**src/rtl/procyon_lsu_lq_entry.sv**
```systemverilog
// Load queue entry: tracks one speculative load from launch until ROB retire.
// It snoops retiring stores for overlap and follows the MHQ retry/replay flow.
`ifndef PCYN_OP_WIDTH
`define PCYN_OP_WIDTH 5
`endif
`ifndef PCYN_OP_LB
`define PCYN_OP_LB  5'h08
`define PCYN_OP_LH  5'h09
`define PCYN_OP_LW  5'h0A
`define PCYN_OP_LBU 5'h0B
`define PCYN_OP_LHU 5'h0C
`define PCYN_OP_SB  5'h0D
`define PCYN_OP_SH  5'h0E
`define PCYN_OP_SW  5'h0F
`endif

module procyon_lsu_lq_entry #(
  parameter int OPTN_DATA_WIDTH    = 32,
  parameter int OPTN_ADDR_WIDTH    = 32,
  parameter int OPTN_ROB_IDX_WIDTH = 5
) (
  input  logic                          clk,
  input  logic                          n_rst,
  input  logic                          i_flush,
  output logic                          o_empty,
  output logic                          o_replayable,
  input  logic                          i_alloc_en,
  input  logic [`PCYN_OP_WIDTH-1:0]     i_alloc_op,
  input  logic [OPTN_ROB_IDX_WIDTH-1:0] i_alloc_tag,
  input  logic [OPTN_ADDR_WIDTH-1:0]    i_alloc_addr,
  input  logic                          i_replay_en,
  output logic [`PCYN_OP_WIDTH-1:0]     o_replay_op,
  output logic [OPTN_ROB_IDX_WIDTH-1:0] o_replay_tag,
  output logic [OPTN_ADDR_WIDTH-1:0]    o_replay_addr,
  input  logic                          i_update_en,
  input  logic                          i_update_retry,
  input  logic                          i_update_replay,
  input  logic                          i_update_mhq_retry,
  input  logic                          i_update_mhq_replay,
  input  logic                          i_mhq_fill_en,
  input  logic                          i_sq_retire_en,
  input  logic [`PCYN_OP_WIDTH-1:0]     i_sq_retire_op,
  input  logic [OPTN_ADDR_WIDTH-1:0]    i_sq_retire_addr,
  input  logic                          i_rob_retire_en,
  input  logic [OPTN_ROB_IDX_WIDTH-1:0] i_rob_retire_tag,
  output logic                          o_rob_retire_ack,
  output logic                          o_rob_retire_misspeculated
);

  localparam int MASK_W = OPTN_DATA_WIDTH / 8;

  localparam logic [2:0] INVALID       = 3'b000;
  localparam logic [2:0] LAUNCHED      = 3'b001;
  localparam logic [2:0] MHQ_FILL_WAIT = 3'b010;
  localparam logic [2:0] REPLAYABLE    = 3'b011;
  localparam logic [2:0] COMPLETE      = 3'b100;

  logic [2:0]                    state_r;
  logic [2:0]                    state_next;
  logic                          misspec_r;
  logic [`PCYN_OP_WIDTH-1:0]     op_r;
  logic [OPTN_ROB_IDX_WIDTH-1:0] tag_r;
  logic [OPTN_ADDR_WIDTH-1:0]    addr_r;

  logic                          alloc;
  logic [2:0]                    update_sel;
  logic [MASK_W-1:0]             ld_mask;
  logic [MASK_W-1:0]             st_mask;
  logic                          overlap;
  logic                          misspec_hit;
  logic                          ack;

  function automatic logic [MASK_W-1:0] gen_mask(
    input logic [`PCYN_OP_WIDTH-1:0] op,
    input logic [1:0]                a
  );
    logic [MASK_W-1:0] m;
    case (op)
      `PCYN_OP_LB, `PCYN_OP_LBU, `PCYN_OP_SB:
        m = MASK_W'(1) << a;
      `PCYN_OP_LH, `PCYN_OP_LHU, `PCYN_OP_SH:
        m = MASK_W'(3) << a;
      default:
        m = '1;
    endcase
    return m;
  endfunction

  assign alloc      = i_alloc_en & (state_r == INVALID);
  assign update_sel = {i_update_retry,
                       i_update_replay | i_update_mhq_replay,
                       i_update_mhq_retry};

  assign ld_mask = gen_mask(op_r, addr_r[1:0]);
  assign st_mask = gen_mask(i_sq_retire_op, i_sq_retire_addr[1:0]);
  assign overlap = (addr_r[OPTN_ADDR_WIDTH-1:2]
                    == i_sq_retire_addr[OPTN_ADDR_WIDTH-1:2])
                 & (|(ld_mask & st_mask));

  // Entries waiting on the MHQ will re-read the cache, so only these can hit
  assign misspec_hit = i_sq_retire_en & overlap
                     & ((state_r == LAUNCHED) | (state_r == COMPLETE));

  assign ack = i_rob_retire_en
             & (tag_r == i_rob_retire_tag)
             & (state_r == COMPLETE);

  always_comb begin
    state_next = state_r;
    case (state_r)
      INVALID:
        if (i_alloc_en) state_next = LAUNCHED;
      LAUNCHED:
        if (i_flush) state_next = INVALID;
        else if (i_update_en) begin
          case (update_sel)
            3'b101:
              state_next = i_mhq_fill_en ? REPLAYABLE
                                         : MHQ_FILL_WAIT;
            3'b110, 3'b111:
              state_next = REPLAYABLE;
            default:
              state_next = COMPLETE;
          endcase
        end
      MHQ_FILL_WAIT:
        if (i_flush) state_next = INVALID;
        else if (i_mhq_fill_en) state_next = REPLAYABLE;
      REPLAYABLE:
        if (i_flush) state_next = INVALID;
        else if (i_replay_en) state_next = LAUNCHED;
      COMPLETE:
        if (i_flush) state_next = INVALID;
        else if (ack) state_next = INVALID;
      default:
        state_next = INVALID;
    endcase
  end

  always_ff @(posedge clk) begin
    if (!n_rst) begin
      state_r   <= INVALID;
      misspec_r <= 1'b0;
    end else begin
      state_r <= state_next;
      if (alloc) misspec_r <= 1'b0;
      else if (misspec_hit) misspec_r <= 1'b1;
    end
  end

  always_ff @(posedge clk) begin
    if (alloc) begin
      op_r   <= i_alloc_op;
      tag_r  <= i_alloc_tag;
      addr_r <= i_alloc_addr;
    end
  end

  assign o_empty       = (state_r == INVALID);
  assign o_replayable  = (state_r == REPLAYABLE);
  assign o_replay_op   = op_r;
  assign o_replay_tag  = tag_r;
  assign o_replay_addr = addr_r;

  assign o_rob_retire_ack           = ack;
  assign o_rob_retire_misspeculated = ack & (misspec_r | misspec_hit);

endmodule

```
**config.mk**
```make
export PLATFORM = sky130hd
export DESIGN_NAME = procyon_lsu_lq_entry
export DESIGN_NICKNAME = d
export VERILOG_FILES = /design/src/rtl/procyon_lsu_lq_entry.sv
export SDC_FILE = /design/constraint.sdc
export NUM_CORES = 1
export LEC_CHECK = 0
export CORE_ASPECT_RATIO = 2
export CORE_MARGIN = 3
export CORE_UTILIZATION = 25
export DETAILED_ROUTE_END_ITERATION = 8
export HOLD_SLACK_MARGIN = 0.03
export PLACE_DENSITY_LB_ADDON = 0.08
export SYNTH_ARGS = -nofsm -noshare
export SYNTH_HDL_FRONTEND = slang
export SYNTH_SLANG_ARGS = --single-unit
```
**constraint.sdc**
```tcl
create_clock -name clk -period 3.1 [get_ports clk]
set_input_delay 0.62 -clock clk [delete_from_list [all_inputs] [get_ports clk]]
set_output_delay 0.62 -clock clk [all_outputs]
set_load 0.02 [all_outputs]
```
==> impl_metrics.yaml <==
sta:
  fin_skew_ps: 2.90
  post-route-min-period_ps: 3010
  finalSetupViolations: 0
  fin_ws_ps: 91.0
  holdWs_ps: 476
  setup_tns_ps: 0
  period_share: 0.971
  worst_pin_slew_ps: 481
  finalMaxSlewViolations: 0
  slew_headroom: 0.680
  hold_viol: 0
  max_clock_freq_mhz: 332
grt:
  grtUsageMet2: 0.267
  grt_max_degree: 26
  use_met3: 0.0404
  grt_overflow_total: 0
  grt_first_pass_wirelength_um: 9720
  use_met1: 0.113
  grt_pass1_vias: 2014
  grt.total_usage: 0.132
  grt_antenna_before_repair: 0
  top_usage_layer: "met2"
cells_and_area:
  stdcell_area_mm2: 0.00393
  nets: 412
  areaGrowthSynthToFinish_pct: 83.9
  drive_gt1_frac: 0.0886
  antenna_cells: 0
  nFillCells: 773
routing:
  routed_wl_um: 6430
  drt_first_iter_violations: 36
  wl_per_cell_um: 15.5
  num_vias: 1853
  dr.pass1.iters: 4
  detail-route-antenna-nets: 0
  post_drt_via_cell_ratio: 4.48
  drc: 0
pwr:
  ir_worst_vdd_uv: 383
  powerDensity_mw_per_mm2: 447
  p_total_uw: 1760
  p_leak_uw: 0.00135
floorplan:
  io_pins: 143
  rows: 47
  die_h_um: 137
  die_area_mm2: 0.00976
  start_util: 0.258
  die_x_um: 71.4
  coreArea_mm2: 0.00829
place:
  pre_cts_ws_ps: -505
  place_area_mm2: 0.00377
  post-dp-hpwl_um: 5380
  numPortBuffers: 142
  gp_congestion: 0.762
clock_network:
  cts.sink_count: 46
  cts-buffers-inserted: 5
  cts_root_buf: "clkbuf_16"
  htreeDepth: 2
  cts_tree: "done"
  clockBufferDepth: 2
  holdBufCountCts: 0
  clk_pin_slew_ps: 60
  clock_latency_ps: 280
yosys:
  synthTopCellsByArea: "edfxtp_1 59%, xnor2_1 14%, dfxtp_1 3.7%"
  yosysSeqAreaShare: 0.628
  synthMostInstantiatedCell: "edfxtp_1"
  async_flop_share: 0
  ys_warn_count: 0
  ys_seq_elements: 46
  yosys-top-cells-count: "42 x edfxtp_1, 33 x xnor2_1, 8 x nand4_1, 7 x a21oi_1"
  synthDistinctLibCells: 34
  synth_cells: 157
  synth_largest_area_cell: "edfxtp_1"
  yosysTopAreaCellShare: 0.591
  synth_nets: 254
  synth_ff_type: "edfxtp_1"
  synthesis.area_mm2: 0.00214
  postSynthAreaPerCell_um2: 13.6
  synth_edf_count: 42
hold_path:
  hold_path_class: "reg2reg"
critical_path:
  worstPathArrival_ps: 2390
  start_kind: "input port"
  cp_data_required_time_ps: 2480
  critPathMaxFanout: 3
  worstSetupPathType: "in2out"
  crit_path_end_kind: "primary output"
run:
  drv_cap: 0
outcome:
  status: "completed"
-- worst max-delay path, cell delays in order --
cell	delay, ps
clkdlybuf4s50_1	520
nor3b_2	240
nor3_1	80
a2111oi_2	440
o311ai_2	150
a21oi_1	170
buf_4	170
-- final timing paths --
| path | start | endpoint | slack, ps | cells after the start |
|---|---|---|---|---|
| max | i_sq_retire_op[0] | o_rob_retire_misspeculated | 90 | 7 |
| min reg2reg | misspec_r$_SDFFE_PP0P_ | misspec_r$_SDFFE_PP0P_ | 480 | 2 |
| max reg2reg | state_r[2]$_SDFFE_PN0P_ | o_replay_addr[12]$_DFFE_PP_ | 1330 | 4 |
| min | misspec_r$_SDFFE_PP0P_ | misspec_r$_SDFFE_PP0P_ | 480 | 2 |
-- metrics by stage --
step,cells,utilization
CTS,414,0.472
global placement,406,0.455
finish,414,0.474
global route,414,0.474
detailed placement,406,0.455
floorplan,157,-
-- kinds of logic (layout without fill, tap and decap cells) --
| family | Yosys count | in the layout | synth area share |
|---|---|---|---|
| AND/OR/NAND/NOR | 42 | 42 | 0.114 |
| AO/OA/AOI/OAI | 18 | 18 | 0.0691 |
| flip-flops | 46 | 46 | 0.628 |
| buffers and inverters | 10 | 169 | 0.0187 |
| XOR/XNOR | 39 | 39 | 0.160 |
| multiplexers | 2 | 2 | 0.00996 |
-- repair_timing --
action	4_1_cts	5_1_grt
gates resized for setup	8	3
gates cloned	0	0
pin swaps	0	2
setup buffers	0	0
endpoints found under the setup margin	2	1
hold endpoints to repair	0	0
-- area by class of cell --
| cell class | instances | area (um^2) | share of cell area |
|---|---|---|---|
| clock inverter | 2 | 8.76 | 0.00223 |
| clock buffer | 6 | 129 | 0.0328 |
| tap | 98 | 123 | 0.0312 |
| sequential | 46 | 1340 | 0.341 |
| multi-input combinational | 101 | 781 | 0.199 |
| inverter | 7 | 26.3 | 0.00669 |
| timing repair buffer | 154 | 1520 | 0.387 |
-- layout by cell type (no fill, tap or decap), types with 2 or more instances in the layout --
master and count:
clkdlybuf4s50_1 140, or3_1 2, dfxtp_1 4, a21oi_1 7, nor2_1 5, nand2b_1 3
nor4_1 3, buf_4 12, nor3b_1 5, nor2b_1 2, clkbuf_16 5, nand4_1 8
xor2_1 6, edfxtp_1 42, nand2_1 5, inv_1 6, nor3_1 4, xnor2_1 33
-- per-layer routing --
metal / up-vias / part of all wire
met5: - / 0
met4: 0 / 0.023
met3: 9 / 0.079
li1: 898 / -
met2: 92 / 0.61
met1: 854 / 0.29
-- where the power goes --
group	switching (uW)	internal (uW)	total [uW]
Sequential	38.4	748	786
Combinational	196	268	464
Clock	213	295	508
-- flip-flops by register name, indices dropped and copies added, names as in the netlist --
register / cells
o_replay_tag: 5
o_replay_op: 5
state_r: 3
o_replay_addr: 32
misspec_r: 1
Power figures use the tool's default switching activity.
==> edit: new RTL, config.mk and constraints unchanged <==
`OPTN_ADDR_WIDTH`: 32 -> 48.
--- a/src/rtl/procyon_lsu_lq_entry.sv
+++ b/src/rtl/procyon_lsu_lq_entry.sv
@@ -16,7 +16,7 @@
 
 module procyon_lsu_lq_entry #(
   parameter int OPTN_DATA_WIDTH    = 32,
-  parameter int OPTN_ADDR_WIDTH    = 32,
+  parameter int OPTN_ADDR_WIDTH    = 48,
   parameter int OPTN_ROB_IDX_WIDTH = 5
 ) (
   input  logic                          clk,
Ports: changed (resized i_alloc_addr, i_sq_retire_addr and o_replay_addr); port bits go from 143 to 191. No check against the original RTL was run, so the function may have changed too.
==> edit against the original RTL <==
  * Sequential cell count is 16 higher
  * Wire length is 44% higher
  * Total power is 41% higher
  * Design area is 36% higher
  * Worst hold slack better by 170 ps
  * Area after synthesis is 32% higher
  * Worst setup slack better by 51 ps
  * Combinational power is 20% higher
  * Highest routed layer unchanged
==> edit: results (changes against the original RTL) <==
- H-tree Lvls: 3 (was 2)
- CTS Buf Count: 9 (was 5)
- Post-DP HPWL: 7540 um (was 5380 um)
- Maximum VDD drop: 0.256 mV (was 0.383 mV)
- Syn nets: 328 (was 254)
- Starting DRT DRC Count: 72 (was 36)
- Global Route met1 Usage: 13.2% (was 11.3%)
- Final #Nets: 538 (was 412)
- Routed length on met1: 2960 um (was 1830 um)
- Combinational cell fraction of total power: 22.6% (was 26.4%)
- Share of layout cells above drive strength 1: 9.44% (was 8.86%)
- Sequential share of power: 42.6% (was 44.7%)
- Placed cell area: 0.00499 mm^2 (was 0.00377 mm^2)
- Commonest cells post-synth: edfxtp_1, xnor2_1, nand4_1 (unchanged)
- Vias in the first global route: 2634 (was 2014)
- Met2 WL: 5350 um (was 3940 um)
- Max reg flops: 48 (was 32)
- Fill cells: 1016 (was 773)
- Synth area leaders: edfxtp_1, xnor2_1, dfxtp_1, nand4_1, nand2b_1 (was edfxtp_1, xnor2_1, dfxtp_1, xor2_1, nand4_1)
- Number of synthesized flops with an enable pin: 58 (was 42)
- Met2 Use GR: 27.4% (was 26.7%)
- NetSw: 0.000615 W (was 0.000447 W)
- Largest net degree at the start of global routing: 60 (was 26)
- Status: complete, no violations (unchanged)
- Synth Area in XOR/XNOR: 13.6% (was 16.0%)
-- edit: layout make-up --
type	instances	share of cell area [%]
timing repair buffer	201	38.0
sequential	62	34.2
tap	140	3.29
clock inverter	5	0.517
inverter	10	0.705
clock buffer	10	4.30
multi-input combinational	125	19.0
-- edit: worst paths after layout --
| kind | end | depth (start not counted) | slack, ps | start |
|---|---|---|---|---|
| hold reg to reg | state_r[1]$_SDFFE_PN0P_ | 2 | 650 | state_r[2]$_SDFFE_PN0P_ |
| hold / removal | state_r[1]$_SDFFE_PN0P_ | 2 | 650 | state_r[2]$_SDFFE_PN0P_ |
| setup / recovery | o_rob_retire_misspeculated | 7 | 140 | i_sq_retire_addr[23] |
| setup reg to reg | misspec_r$_SDFFE_PP0P_ | 7 | 1260 | o_replay_addr[41]$_DFFE_PP_ |
-- edit: critical path: stages --
cell	delay (ps)
clkdlybuf4s50_1	460
nand2b_2	120
o221ai_2	100
a2111oi_4	410
a41oi_4	170
nor4b_2	270
buf_4	180
